<file path="config.mk">
export PLATFORM = sky130hd
export DESIGN_NAME = btn_debouncer
export DESIGN_NICKNAME = d
export VERILOG_FILES = /design/src/rtl/btn_debouncer.sv
export SDC_FILE = /design/constraint.sdc
export NUM_CORES = 1
export LEC_CHECK = 0
export CORE_AREA = 4 4 110 191
export CTS_CLUSTER_SIZE = 12
export DETAILED_ROUTE_END_ITERATION = 10
export DIE_AREA = 0 0 114 195
export GPL_TIMING_DRIVEN = 0
export REMOVE_ABC_BUFFERS = 1
export SETUP_SLACK_MARGIN = 0.5
export SYNTH_ARGS = -nofsm -noshare
export SYNTH_HDL_FRONTEND = slang
export SYNTH_SLANG_ARGS = --single-unit
export TNS_END_PERCENT = 1
</file>
<file path="constraint.sdc">
create_clock -name clk_25mhz -period 1.8 [get_ports clk_25mhz]
set_input_delay 0.27 -clock clk_25mhz [delete_from_list [all_inputs] [get_ports clk_25mhz]]
set_output_delay 0.27 -clock clk_25mhz [all_outputs]
set_load 0.05 [all_outputs]
</file>
<file path="src/rtl/btn_debouncer.sv">
// btn_debouncer: button input conditioner for the 25 MHz top level.
// Synchronises the raw buttons, debounces each one independently with its own
// counter, and presents clean levels plus one-cycle press/release pulses.
// Optional feature macro: BTN_AUTOREPEAT_EN adds per-button auto-repeat of
// btn_press while a button stays held.
module btn_debouncer #(
    parameter int               N_BTN           = 7,
    parameter int               DEBOUNCE_CYCLES = 250000,
    parameter int               CNT_W           = 18,
    parameter logic [N_BTN-1:0] INVERT_MASK     = 7'b0000001,
    parameter int               REPEAT_DELAY    = 12500000,
    parameter int               REPEAT_PERIOD   = 2500000
) (
    input  logic             clk_25mhz,
    input  logic             reset_n,
    input  logic [N_BTN-1:0] btn,
    output logic [N_BTN-1:0] btn_level,
    output logic [N_BTN-1:0] btn_press,
    output logic [N_BTN-1:0] btn_release
);

    // Count value at which a pending change is accepted.
    localparam logic [CNT_W-1:0] CNT_LAST = CNT_W'(DEBOUNCE_CYCLES - 1);

    logic [N_BTN-1:0] sync1_reg;
    logic [N_BTN-1:0] sync2_reg;
    logic [N_BTN-1:0] sync;

    // Two-flop synchroniser; resets to the idle board level so the logical value is 0.
    always_ff @(posedge clk_25mhz or negedge reset_n) begin
        if (!reset_n) begin
            sync1_reg <= INVERT_MASK;
            sync2_reg <= INVERT_MASK;
        end else begin
            sync1_reg <= btn;
            sync2_reg <= sync1_reg;
        end
    end

    // Logical input: 1 means pressed regardless of board polarity.
    assign sync = sync2_reg ^ INVERT_MASK;

    genvar gi;
    generate
        for (gi = 0; gi < N_BTN; gi = gi + 1) begin : g_btn
            logic [CNT_W-1:0] cnt_reg;
            logic             level_reg;
            logic             press_reg;
            logic             release_reg;
            logic             accept;
            logic             rpt_fire;

            // The pending change has been stable long enough this cycle.
            assign accept = (sync[gi] != level_reg) && (cnt_reg == CNT_LAST);

`ifdef BTN_AUTOREPEAT_EN
            localparam int RPT_MAX = (REPEAT_DELAY > REPEAT_PERIOD) ? REPEAT_DELAY : REPEAT_PERIOD;
            localparam int RPT_W   = $clog2(RPT_MAX + 1);
            localparam logic [RPT_W-1:0] RPT_DELAY_LAST  = RPT_W'(REPEAT_DELAY - 1);
            localparam logic [RPT_W-1:0] RPT_PERIOD_LAST = RPT_W'(REPEAT_PERIOD - 1);

            logic [RPT_W-1:0] rpt_reg;
            logic             repeating_reg;
            logic [RPT_W-1:0] rpt_target;

            // First repeat waits the long delay, later ones the short period.
            assign rpt_target = repeating_reg ? RPT_PERIOD_LAST : RPT_DELAY_LAST;
            // An accepted transition (release in particular) always wins over a repeat.
            assign rpt_fire   = level_reg && !accept && (rpt_reg == rpt_target);

            // Hold-time counter: cleared on each accepted press and while released.
            always_ff @(posedge clk_25mhz or negedge reset_n) begin
                if (!reset_n) begin
                    rpt_reg       <= '0;
                    repeating_reg <= 1'b0;
                end else if (accept || !level_reg) begin
                    rpt_reg       <= '0;
                    repeating_reg <= 1'b0;
                end else if (rpt_fire) begin
                    rpt_reg       <= '0;
                    repeating_reg <= 1'b1;
                end else begin
                    rpt_reg <= rpt_reg + RPT_W'(1);
                end
            end
`else
            assign rpt_fire = 1'b0;
`endif

            // Debounce: count consecutive cycles of disagreement, accept at the limit.
            always_ff @(posedge clk_25mhz or negedge reset_n) begin
                if (!reset_n) begin
                    cnt_reg     <= '0;
                    level_reg   <= 1'b0;
                    press_reg   <= 1'b0;
                    release_reg <= 1'b0;
                end else begin
                    press_reg   <= rpt_fire;
                    release_reg <= 1'b0;
                    if (sync[gi] == level_reg) begin
                        cnt_reg <= '0;
                    end else if (accept) begin
                        level_reg   <= sync[gi];
                        press_reg   <= sync[gi];
                        release_reg <= !sync[gi];
                        cnt_reg     <= '0;
                    end else begin
                        cnt_reg <= cnt_reg + CNT_W'(1);
                    end
                end
            end

            assign btn_level[gi]   = level_reg;
            assign btn_press[gi]   = press_reg;
            assign btn_release[gi] = release_reg;
        end
    endgenerate

endmodule

</file>
* Word-level counts from Yosys, hierarchy flattened
Index checks and enable logic that the tools add are counted.
** Operators by class
- Add/sub/neg operators :: 7
- Bitwise operators :: 8
- Equality and inequality tests :: 21
- Reduce and logical (&&, ||, !) cells :: 20
- Mux-type cells :: 42
** Operators by type and width (number)
- $mux 18 :: 14
- $add 18x1->18 const B :: 7
- $eq 18x18->1 const B :: 7
- $mux 1 :: 28
- $reduce_and 2->1 :: 7
- $not 1->1 :: 8
- $eq 1x1->1 :: 7
- $logic_and 1x1->1 :: 7
- $ne 1x1->1 :: 7
- $logic_not 1->1 :: 6
** Storage, ports and cells
- Output and inout bits :: 21
- Word-level logic and storage cells :: 128
- Bits of input ports :: 9
- Register bits :: 161

* Logic depth before layout (Yosys ltp)
Gate-level depths: netlist of run 1.
- Word-level depth :: 5
- Gate-level depth with buffers :: 6

* Worst setup path after synthesis of run 1
Ideal clock, no wire load.
- Path kind :: register -> register
- From :: reg g_btn[1].cnt_reg[4]
- To :: reg g_btn[1].level_reg
- Arrival time :: 1.756 ns
- Setup slack :: -0.081 ns
- Period minus slack after synthesis :: 1.881 ns
- Buffers on the path :: 0
- Cell stages (with the launch flop) :: 4
- Cell sequence :: dfrtp_1 or4_4 or4_4 mux2_4
** Between the ends
- Word-level cells in the longest chain between the ends :: 3
** Ends and longest elaborated chain
- from (decl) :: line 46 : logic [CNT_W-1:0] cnt_reg;
- from (signal assigned) :: line 108 : cnt_reg <= cnt_reg + CNT_W'(1);
- $eq 18x18->1 :: line 54 : assign accept = (sync[gi] != level_reg) && (cnt_reg == CNT_LAST);
- $logic_and 1x1->1 :: line 54
- $reduce_and 2->1 (no source line)
- to (signal assigned) :: line 103 : level_reg <= sync[gi];
- to (decl) :: line 47 : logic level_reg;
No other way between the ends.
A chain may end at the register's enable or synchronous reset.

* Final worst setup path of run 1
Same ends and word-level chain as after synthesis.

==> results of run 1 <==
==> cell usage in the layout (no fill, tap or decap), types with 23 or more instances in the layout <==
master,n
dfrtp_1,133
nor2_1,93
xnor2_1,79
nand4_1,47
nand3_1,37
nand2_1,31
xor2_1,30
nor3_1,26
dfrtp_2,26
nor4_1,23
==> worst paths after layout <==
check / startpoint / end / slack (ns) / cells after the start
worst max-delay path: g_btn[1].cnt_reg[4]$_DFF_PN0_ / g_btn[1].level_reg$_DFFE_PN0P_ / -0.12 / 3
worst min-delay path: reset_n / g_btn[4].cnt_reg[9]$_DFF_PN0_ / -0.19 / 1
worst max register to register: g_btn[1].cnt_reg[4]$_DFF_PN0_ / g_btn[1].level_reg$_DFFE_PN0P_ / -0.12 / 3
worst min register to register: sync1_reg[3]$_DFF_PN0_ / sync2_reg[3]$_DFF_PN0_ / 0.35 / 0
max in group asynchronous: reset_n / g_btn[5].cnt_reg[4]$_DFF_PN0_ / 1.13 / 2
min in group clk_25mhz: btn[0] / sync1_reg[0]$_DFF_PN1_ / 0.25 / 1
==> metrics by stage <==
step	power, mW	cells	setup slack (ns)	hold slack, ns
3_3_place_gp	4.02	983	-6.22	0.335
2_1_floorplan	3.88	709	-0.0810	-0.0256
3_5_place_dp	4.03	984	-0.704	0.298
6_report	7.51	1037	-0.125	-0.191
5_1_grt	7.82	1037	-0.139	-0.150
4_1_cts	7.61	1034	-0.124	-0.162
==> what timing repair did <==
item,CTS,global route
pin swaps,94,53
setup endpoints to repair,168,163
setup buffers,18,3
hold endpoints to repair,78,78
gates resized for setup,197,73
==> power groups by stage <==
stage          registers [mW]  logic [mW]  clock network, mW
2_1_floorplan            3.78      0.0979                  0
3_3_place_gp             3.80       0.217                  0
3_5_place_dp             3.80       0.228                  0
4_1_cts                  3.74       0.280               3.60
5_1_grt                  3.75       0.323               3.75
6_report                 3.74       0.282               3.49
==> critical path, cell delays in order (launching register included) <==
cell and delay (ns):
dfrtp_1 0.40, or4_4 0.56, or4_4 0.54, mux2_4 0.31
==> logic make-up after synthesis <==
kind of cell               Yosys count  synth area share (%)
DFF                                161                  52.6
muxes                                8                  1.24
xor gates and xnor gates           109                  12.5
AOI/OAI and AO/OA                   27                  3.12
and+or+nand+nor                    376                  25.8
buffers and inverters               51                  3.67
adders and majority gates            7                  1.14
==> per-layer routing <==
layer	up-vias	track usage (%)	share of wire, %
li1	2658	-	-
met1	2691	16.4	41
met2	71	25.6	54
met3	26	2.79	2.5
met4	0	5.99	2.2
met5	-	0	0
==> layout make-up <==
cell class / instances / share of cell area (%)
Timing Repair Buffer: 51 / 5.37
Inverter: 21 / 0.846
Sequential cell: 161 / 43.6
Tap cell: 245 / 3.29
Clock inverter: 14 / 1.40
Multi-Input combinational cell: 527 / 40.7
Clock buffer: 18 / 4.72
==> metrics.md, run 1 <==
| Metric | Value |
|---|---|
| Run status | finished, violations left |
| Failing checks | negative hold slack, negative setup slack |
| Combinational cell fraction of total power | 3.8% |
| Power Density | 807 mW/mm^2 |
| Worst-path clk slew | 0.07 ns |
| Cell Int Power | 5.75 mW |
| Number of diodes | 0 |
| Worst Max-Slew Pin Slew | 0.626 ns |
| Netlist Area Pre-Place | 0.00766 sq mm |
| Crit path required time | 2.11 ns |
| Arrival time at the worst endpoint | 2.24 ns |
| Top-count cell post-synth | dfrtp_1 |
| Top cell type by total area after synthesis | dfrtp_1 |
| Skew final | 0.00729 ns |
| I/O Pins | 30 |
| TritonCTS Sinks | 161 |
| Most frequent cells after synthesis | dfrtp_1, nor2_1, xnor2_1 |
| Final instance area | 0.00931 sq mm |
| Iter 0 DRT Violations | 341 |
| CTS tree | built |
| Final setup TNS | -0.323 ns |
| Slew Limit Headroom | 58.3% |
| First-pass GRT wire length | 26,400 um |
| Vias post-DR | 5,446 |
| Number of cell rows | 68 |
| CTS Buffer Depth | 2 |
| GRT overflow | 0 |
| Number of flip-flops in the largest register | 126 |
| Highest clock rate | 0.519 GHz |
| Core Area | 0.0196 sq mm |
| Total Routing Usage GR | 14.3% |
| Ys async rst share | 100% |
| Share of cells above drive strength 1 | 25.0% |
| Main synth FF type | dfrtp_1 |
| Yosys warns | 0 |
| Worst-skew pair later-pin latency | 0.43 ns |
| I/O Buffers | 29 |
| Post-layout net count | 795 |
| CP Class | reg -> reg |
| Initial Util | 39.2% |
| Leak | 3.53 nW |
| Cell variety after synth | 43 |
| Cells after Synth | 739 |
| EDFF count, synth | 0 |
| WHS | -0.191 ns |
| Num CTS Buffers | 17 |
| Critical path startpoint category | flip-flop |
| Root Buffer | clkbuf_16 |
| Worst Hold Class | in -> async |
| Max-Cap Viols | 0 |
| Peak VDD IR | 0.732 mV |
| Multi-input gate area | 0.00379 sq mm |
| Die ar. | 0.0222 sq mm |
| Vias in the first global route | 5,619 |
| Clock share of power | 46.4% |
| Placed inst area | 0.00809 sq mm |
| HPWL Detailed | 9650 um |
| RSZ-0062 raised after global routing | true |
| Top cell type's share of synthesized area | 51.9% |
| # setup viols final | 7 |
| Mean Syn Cell Area | 10.4 sq um |
| Vias/cell | 5.25 |
| Synth area leaders | dfrtp_1, xnor2_1, nor2_1 |
| Post-synthesis register bit count | 161 |
| Max H-tree Level | 4 |
| Initial DRT Pass Iterations | 4 |
| DR WL/cell | 14.4 um |
| NetSw | 1.76 mW |
| CP Capture Type | flip-flop |
| Register area | 0.00406 sq mm |
| DRC | 0 |
| Die H | 195 um |
| Max Slew Vio Count | 0 |
| Largest net degree at the start of global routing | 82 |
| Final period utilization | 107% |
| Post-synthesis sequential area ratio | 52.6% |
| Initial antenna violation count | 0 |
| Switch share | 23.5% |
| Detailed Route WL | 14,900 um |
| Reg power frac | 49.8% |
| Crit-path max FO | 4 |
| Final Wtd Congestion | 0.780 |
| Final WS setup | -0.125 ns |
| Number of fill cells | 1,805 |
| Area Overhead vs Synth | 21.5% |
| Finished Core Util | 47.6% |
| Fin. Hold Viols | 78 |
| Final Critical Period | 1.92 ns |
| Detail Route Antenna Nets | 0 |
| Die X | 114 um |
(Power assumes the default switching activity.)
==> run 2: changes to the inputs <==
ABC_AREA = 1   (was unset)
CORE_AREA = 2 2 111 194   (was 4 4 110 191)
DIE_AREA = 0 0 113 196   (was 0 0 114 195)
==> metrics.md, run 2 <==
| Metric | Value |
|---|---|
| Run status | finished, violations left |
| Failing checks | design-rule violations |
| Die H | 196 um (+0.51%) |
| Vias/cell | 4.78 (-8.9%) |
| Top cell type's share of synthesized area | 48.9% (-3.0 points) |
| Top cell type by total area after synthesis | dfrtp_1 |
| TritonCTS Sinks | 161 (unchanged) |
| First-pass GRT wire length | 28,100 um (+6.4%) |
| EDFF count, synth | 0 (unchanged) |
| Mean Syn Cell Area | 8.44 sq um (-19%) |
| HPWL Detailed | 11,300 um (+17%) |
| WHS | 0.240 ns (+0.431 ns) |
| Reg2reg path depth | 6 (+3) |
| Detail Route Antenna Nets | 0 (unchanged) |
| Core Area | 0.0207 sq mm (+5.6%) |
| Worst-skew pair later-pin latency | 0.44 ns (about the same) |
| Critical path startpoint category | flip-flop |
| Largest family of logic cells by synthesized area | simple AND/OR/NAND/NOR gates |
| Worst-path clk slew | 0.07 ns (about the same) |
| Slowest stage delay, CP | 0.36 ns (-0.20 ns) |
| Compound-Gate Fraction of Synth Area | 2.75% (-0.36 points) |
| Peak VDD IR | 0.521 mV (-29%) |
| RSZ-0062 raised after global routing | true |
| Multiplexer share of the synthesized area | 0% (-1.2 points) |
| Yosys warns | 0 (unchanged) |
| Leak | 4.02 nW (+14%) |
| Area Overhead vs Synth | 16.2% |
| Initial Util | 39.3% (+0.18 points) |
| GRT overflow | 0 (unchanged) |
| Met2 routed WL | 8680 um (+7.2%) |
| Cells along the critical path | clkdlybuf4s15_2 |
| FF-to-FF End | g_btn[2].cnt_reg[15]$_DFF_PN0_ |
| Crit path from | g_btn[5].release_reg$_DFF_PN0_ |
| Post-Place Cells | 1,225 (+24%) |
| Post-synthesis sequential area ratio | 49.6% (-3.0 points) |
| Cell variety after synth | 28 (-35%) |
| Share of cells above drive strength 1 | 18.3% (-6.7 points) |
| Ys async rst share | 100% (unchanged) |
| End point of the critical path | btn_release[5] |
| Synth Area in Simple Gates | 33.2% (+7.4 points) |
| Top-count cell post-synth | nor2_1 |
| Met3 wire length | 342 um (-8.1%) |
| Largest net degree at the start of global routing | 110 (+34%) |
| Max-Cap Viols | 0 (unchanged) |
| Number of fill cells | 2,074 (+15%) |
| DP Worst Slack | 0.129 ns (+0.833 ns) |
| DRC | 3 (+3) |
| # setup viols final | 0 (-7) |
| I/O Pins | 30 (unchanged) |
| Post-layout net count | 1,029 (+29%) |
| Detailed Route WL | 15,800 um (+6.4%) |
| Finished Core Util | 45.7% (-1.9 points) |
| Crit-path max FO | 1 (-3) |
| XOR/XNOR share of the synthesized area | 7.43% (-5.0 points) |
| Final instance area | 0.00945 sq mm (+1.5%) |
| Top cell family by delay on the critical path | flip-flops |
| Final period utilization | 77.6% (-29 points) |
| Number of flip-flops in the largest register | 126 (unchanged) |
| RR Startpoint | g_btn[2].cnt_reg[0]$_DFF_PN0_ |
| Number of diodes | 0 (unchanged) |
| Num CTS Buffers | 17 (unchanged) |
| Netlist Area Pre-Place | 0.00813 sq mm (+6.1%) |
| CTS tree | built |
| Die X | 113 um (-0.88%) |
| Synth area leaders | dfrtp_1, nor2_1, nand2_1 |
| Finished Layout Cells | 1,278 (+23%) |
| Fin. Hold Viols | 0 (-100%) |
| Initial antenna violation count | 0 (unchanged) |
| Final Wtd Congestion | 0.818 (+4.8%) |
| Max Slew Vio Count | 0 (unchanged) |
| Met1 WL | 6450 um (+5.9%) |
| Power Density | 772 mW/mm^2 (-4.2%) |
| Final WS setup | 0.404 ns (+0.529 ns) |
| Vias post-DR | 6,112 (+12%) |
| Worst Hold Class | in -> reg |
| Slew Limit Headroom | 59.4% (+1.1 points) |
| Max H-tree Level | 4 (unchanged) |
| Worst reg2reg setup slack | 0.40 ns (+0.53 ns) |
| Number of cell rows | 70 (+2.9%) |
| Pwr Total | 7.30 mW (-2.8%) |
| Post-synthesis register bit count | 161 (unchanged) |
| Total Routing Usage GR | 15.7% (+1.4 points) |
| Main synth FF type | dfrtp_1 |
| Bufs and invs on worst path | 1 (+1) |
| Worst path depth | 1 (-2) |
| Die ar. | 0.0221 sq mm (-0.37%) |
| Initial DRT Pass Iterations | 8 (+4) |
| CP Class | reg -> out |
| Arrival time at the worst endpoint | 1.13 ns (-1.11 ns) |
| Worst Max-Slew Pin Slew | 0.609 ns (-0.0163 ns) |
| Iter 0 DRT Violations | 269 (-21%) |
| Placed inst area | 0.00861 sq mm (+6.4%) |
| Crit path required time | 1.53 ns (-0.58 ns) |
| Most common cell after layout, fill and taps aside | nor2_1 |
| Top sig layer | met4 |
| Root Buffer | clkbuf_16 |
| Final Critical Period | 1.40 ns (-0.529 ns) |
| Cells after Synth | 964 (+30%) |
| Skew final | 0.00710 ns (-0.000185 ns) |
| Vias in the first global route | 6,178 (+9.9%) |
| Adder-cell share of the synthesized area | 1.08% (-0.066 points) |
| Slowest CP cell | dfrtp_1 |
| Most frequent cells in the layout | nor2_1, dfrtp_1, nand2_1 |
| CP Capture Type | primary output |
| Final setup TNS | 0 ns (+0.323 ns) |
| DR WL/cell | 12.4 um (-14%) |
| CTS Buffer Depth | 2 (unchanged) |
| I/O Buffers | 29 (unchanged) |
| Most frequent cells after synthesis | nor2_1, dfrtp_1, nand2_1 |
| Highest clock rate | 0.716 GHz (+38%) |
[run 2: changes by cell type in the layout (fill, tap and decap cells not counted), sizes merged, moves of 13 or more]
cell | previous run | this run
inv | 27 | 93
nor4 | 37 | 2
xnor2 | 79 | 30
and3 | 13 | 0
nand2 | 31 | 163
nand4 | 48 | 12
nor2 | 122 | 282
nand3 | 40 | 73
[run 2: how the worst min path moves through the flow]
stage / end / start / cells past startpoint / slack (ns)
after CTS: sync1_reg[0]$_DFF_PN1_ / btn[0] / 1 / 0.23
after global placement: sync2_reg[5]$_DFF_PN0_ / sync1_reg[5]$_DFF_PN0_ / 0 / 0.33
final: sync1_reg[0]$_DFF_PN1_ / btn[0] / 1 / 0.24
after global routing: sync1_reg[0]$_DFF_PN1_ / btn[0] / 1 / 0.24
after detailed placement: g_btn[2].cnt_reg[2]$_DFF_PN0_ / reset_n / 1 / 0.22
after floorplan: g_btn[0].cnt_reg[0]$_DFF_PN0_ / reset_n / 0 / -0.03
[run 2: power by group]
group	internal [mW]	switching (mW)
clock	1.78	1.53
sequential	3.67	0.0400
combinational	0.0930	0.184
total	5.54	1.76
[run 2: final cells by class]
type | count | area [sq um] | area share, %
Clock buffer | 18 | 429 | 4.54
Clock inverter | 14 | 105 | 1.11
Tap cell | 252 | 315 | 3.34
Sequential cell | 161 | 4040 | 42.7
Timing Repair Buffer | 51 | 452 | 4.78
Inverter | 88 | 333 | 3.52
Multi-Input combinational cell | 694 | 3780 | 40.0
[run 2: repair_timing]
action	CTS	global route
setup buffers	11	9
endpoints found under the setup margin	127	248
hold endpoints to repair	52	0
hold buffers	1	0
resized for setup	126	13
pin swaps	7	15
[run 2: cell families after synthesis]
logic type | after synthesis
fa+ha+maj | 7
simple gates | 580
compound gates | 38
xor+xnor | 69
buf+inv | 109
flops | 161
[run 2: routing by layer]
layer,vias up,global-route usage [%]
met1,2909,17.2
li1,3115,-
met2,62,28.7
met5,-,0
met3,26,3.37
met4,0,6.96
==> run 3: changes to the inputs <==
clock period = 1.3 ns   (was 1.8 ns; I/O delays follow)
==> metrics.md, run 3 (same netlist as run 2, synthesis figures left out) <==
| Metric | Value |
|---|---|
| Vias in the first global route | 6,337 (+2.6%) |
| HPWL Detailed | 11,300 um (unchanged) |
| Detail Route Antenna Nets | 0 (unchanged) |
| Worst Max-Slew Pin Slew | 0.563 ns (-0.0465 ns) |
| FF-to-FF End | g_btn[1].cnt_reg[7]$_DFF_PN0_ |
| Area Overhead vs Synth | 24.0% |
| Highest clock rate | 0.729 GHz |
| Power Density | 1010 mW/mm^2 (+31%) |
| Die H | 196 um (unchanged) |
| GRT overflow | 0 (unchanged) |
| Reg2reg path depth | 8 (+2) |
| Max Slew Vio Count | 0 (unchanged) |
| Slowest CP cell | dfrtp_1 |
| Die X | 113 um (unchanged) |
| Most common cell after layout, fill and taps aside | nor2_1 |
| Skew final | 0.00767 ns (+0.000569 ns) |
| Worst path depth | 8 (+7) |
| DR WL/cell | 12.9 um (+4.5%) |
| Slowest stage delay, CP | 0.35 ns (about the same) |
| Largest net degree at the start of global routing | 110 (unchanged) |
| Post-layout net count | 1,024 (-0.49%) |
| First-pass GRT wire length | 28,900 um (+2.6%) |
| Number of cell rows | 70 (unchanged) |
| Final Wtd Congestion | 0.818 (unchanged) |
| Max H-tree Level | 4 (unchanged) |
| Die ar. | 0.0221 sq mm (unchanged) |
| Initial DRT Pass Iterations | 7 (-1) |
| Crit-path max FO | 8 (+7) |
| Failing checks | design-rule violations, negative hold slack, negative setup slack |
| Max-Cap Viols | 0 (unchanged) |
| Peak VDD IR | 0.731 mV (+40%) |
| Slew Limit Headroom | 62.5% (+3.1 points) |
| Vias post-DR | 6,197 (+1.4%) |
| Number of flip-flops in the largest register | 126 (unchanged) |
| Arrival time at the worst endpoint | 1.68 ns (+0.55 ns) |
| CP Capture Type | flip-flop |
| Iter 0 DRT Violations | 258 (-4.1%) |
| RR Startpoint | g_btn[1].cnt_reg[0]$_DFF_PN0_ |
| Crit path required time | 1.61 ns (+0.08 ns) |
| Bufs and invs on worst path | 1 (unchanged) |
| Worst-path clk slew | 0.07 ns (about the same) |
| Worst reg2reg setup slack | -0.07 ns (-0.48 ns) |
| Fin. Hold Viols | 52 (+52) |
| Detailed Route WL | 16,500 um (+4.1%) |
| CTS tree | built |
| Most frequent cells in the layout | nor2_1, dfrtp_1, nand2_1 |
| CP Class | reg -> reg |
| Initial Util | 39.3% (unchanged) |
| RSZ-0062 raised after global routing | true |
| Final Critical Period | 1.37 ns |
| Post-Place Cells | 1,225 (unchanged) |
| Number of diodes | 0 (unchanged) |
| DRC | 3 (unchanged) |
| Worst Hold Class | in -> async |
| Finished Layout Cells | 1,273 (-0.39%) |
| Share of cells above drive strength 1 | 28.4% (+10 points) |
| Register area | 0.00406 sq mm (+0.65%) |
| Worst-skew pair later-pin latency | 0.44 ns (about the same) |
| Vias/cell | 4.87 (+1.8%) |
| # setup viols final | 25 (+25) |
| I/O Buffers | 29 (unchanged) |
| Initial antenna violation count | 0 (unchanged) |
| Total Routing Usage GR | 16.1% (+0.38 points) |
| Cells along the critical path | ha_2 -> nand2_4 -> nor2_4 -> inv_2 -> nor2_4 -> nand2_4 -> o21ai_4 -> nor2_1 |
| Number of fill cells | 2,006 (-3.3%) |
| Final period utilization | 106% |
| WHS | -0.341 ns (-0.581 ns) |
| Leak | 4.01 nW (-0.30%) |
| Multi-input gate area | 0.00431 sq mm (+14%) |
| Num CTS Buffers | 17 (unchanged) |
| Core Area | 0.0207 sq mm (unchanged) |
| TritonCTS Sinks | 161 (unchanged) |
| CTS Buffer Depth | 2 (unchanged) |
| Critical path startpoint category | flip-flop |
| Final WS setup | -0.0725 ns (-0.476 ns) |
| Run status | finished, violations left |
| Top cell family by delay on the critical path | simple AND/OR/NAND/NOR gates |
| Root Buffer | clkbuf_16 |
| I/O Pins | 30 (unchanged) |
-- run 3: power breakdown --
group,switching [mW],internal [mW],leakage [nW]
Combinational,0.273,0.151,1.59
Clock,2.13,2.46,0.262
Sequential,0.0770,5.09,2.16
-- run 3: timing repair --
item,CTS,global route
cloned,0,0
endpoints found under the hold margin,52,52
setup endpoints to repair,168,168
gates resized for setup,240,82
pin swaps,91,40
buffers inserted,16,0
-- run 3: worst max path at each step --
stage	slack, ns	startpoint	to
3_3_place_gp	-6.76	reset_n	g_btn[5].cnt_reg[10]$_DFF_PN0_
6_report	-0.07	g_btn[1].cnt_reg[0]$_DFF_PN0_	g_btn[1].cnt_reg[7]$_DFF_PN0_
4_1_cts	-0.09	g_btn[1].cnt_reg[0]$_DFF_PN0_	g_btn[1].cnt_reg[7]$_DFF_PN0_
2_1_floorplan	-0.20	g_btn[3].level_reg$_DFFE_PN0P_	g_btn[3].cnt_reg[15]$_DFF_PN0_
5_1_grt	-0.19	g_btn[1].cnt_reg[1]$_DFF_PN0_	g_btn[1].cnt_reg[12]$_DFF_PN0_
3_5_place_dp	-0.37	sync2_reg[0]$_DFF_PN1_	g_btn[0].cnt_reg[12]$_DFF_PN0_
-- run 3: layout make-up --
type | count | share of cell area (%)
multi-input combinational | 694 | 42.7
tap | 252 | 3.13
sequential | 161 | 40.3
inverter | 88 | 3.62
clock buffer | 18 | 4.26
clock inverter | 14 | 1.04
timing repair buffer | 46 | 4.95
-- run 3: layer usage --
layer | vias to the layer above | part of all wire, % | GRT usage, % | wire (um)
li1 | 3113 | - | - | -
met1 | 2996 | 40 | 17.6 | 6580
met2 | 62 | 56 | 29.7 | 9190
met3 | 26 | 2.1 | 3.34 | 343
met4 | 0 | 2.3 | 6.82 | 371
met5 | - | 0 | 0 | 0
-- run 3: metrics by stage --
step / util [%] / setup WS (ns) / total power [mW] / setup TNS, ns / cell area, sq um
global placement: 41.5 / -6.76 / 5.57 / -1103.08 / 8580
global route: 48.8 / -0.187 / 10.6 / -6.40 / 10100
CTS: 47.6 / -0.0850 / 10.3 / -1.33 / 9830
finish: 48.8 / -0.0725 / 10.2 / -0.825 / 10100
floorplan: - / -0.197 / 5.38 / -9.33 / 7980
detailed placement: 41.7 / -0.371 / 5.58 / -21.37 / 8610
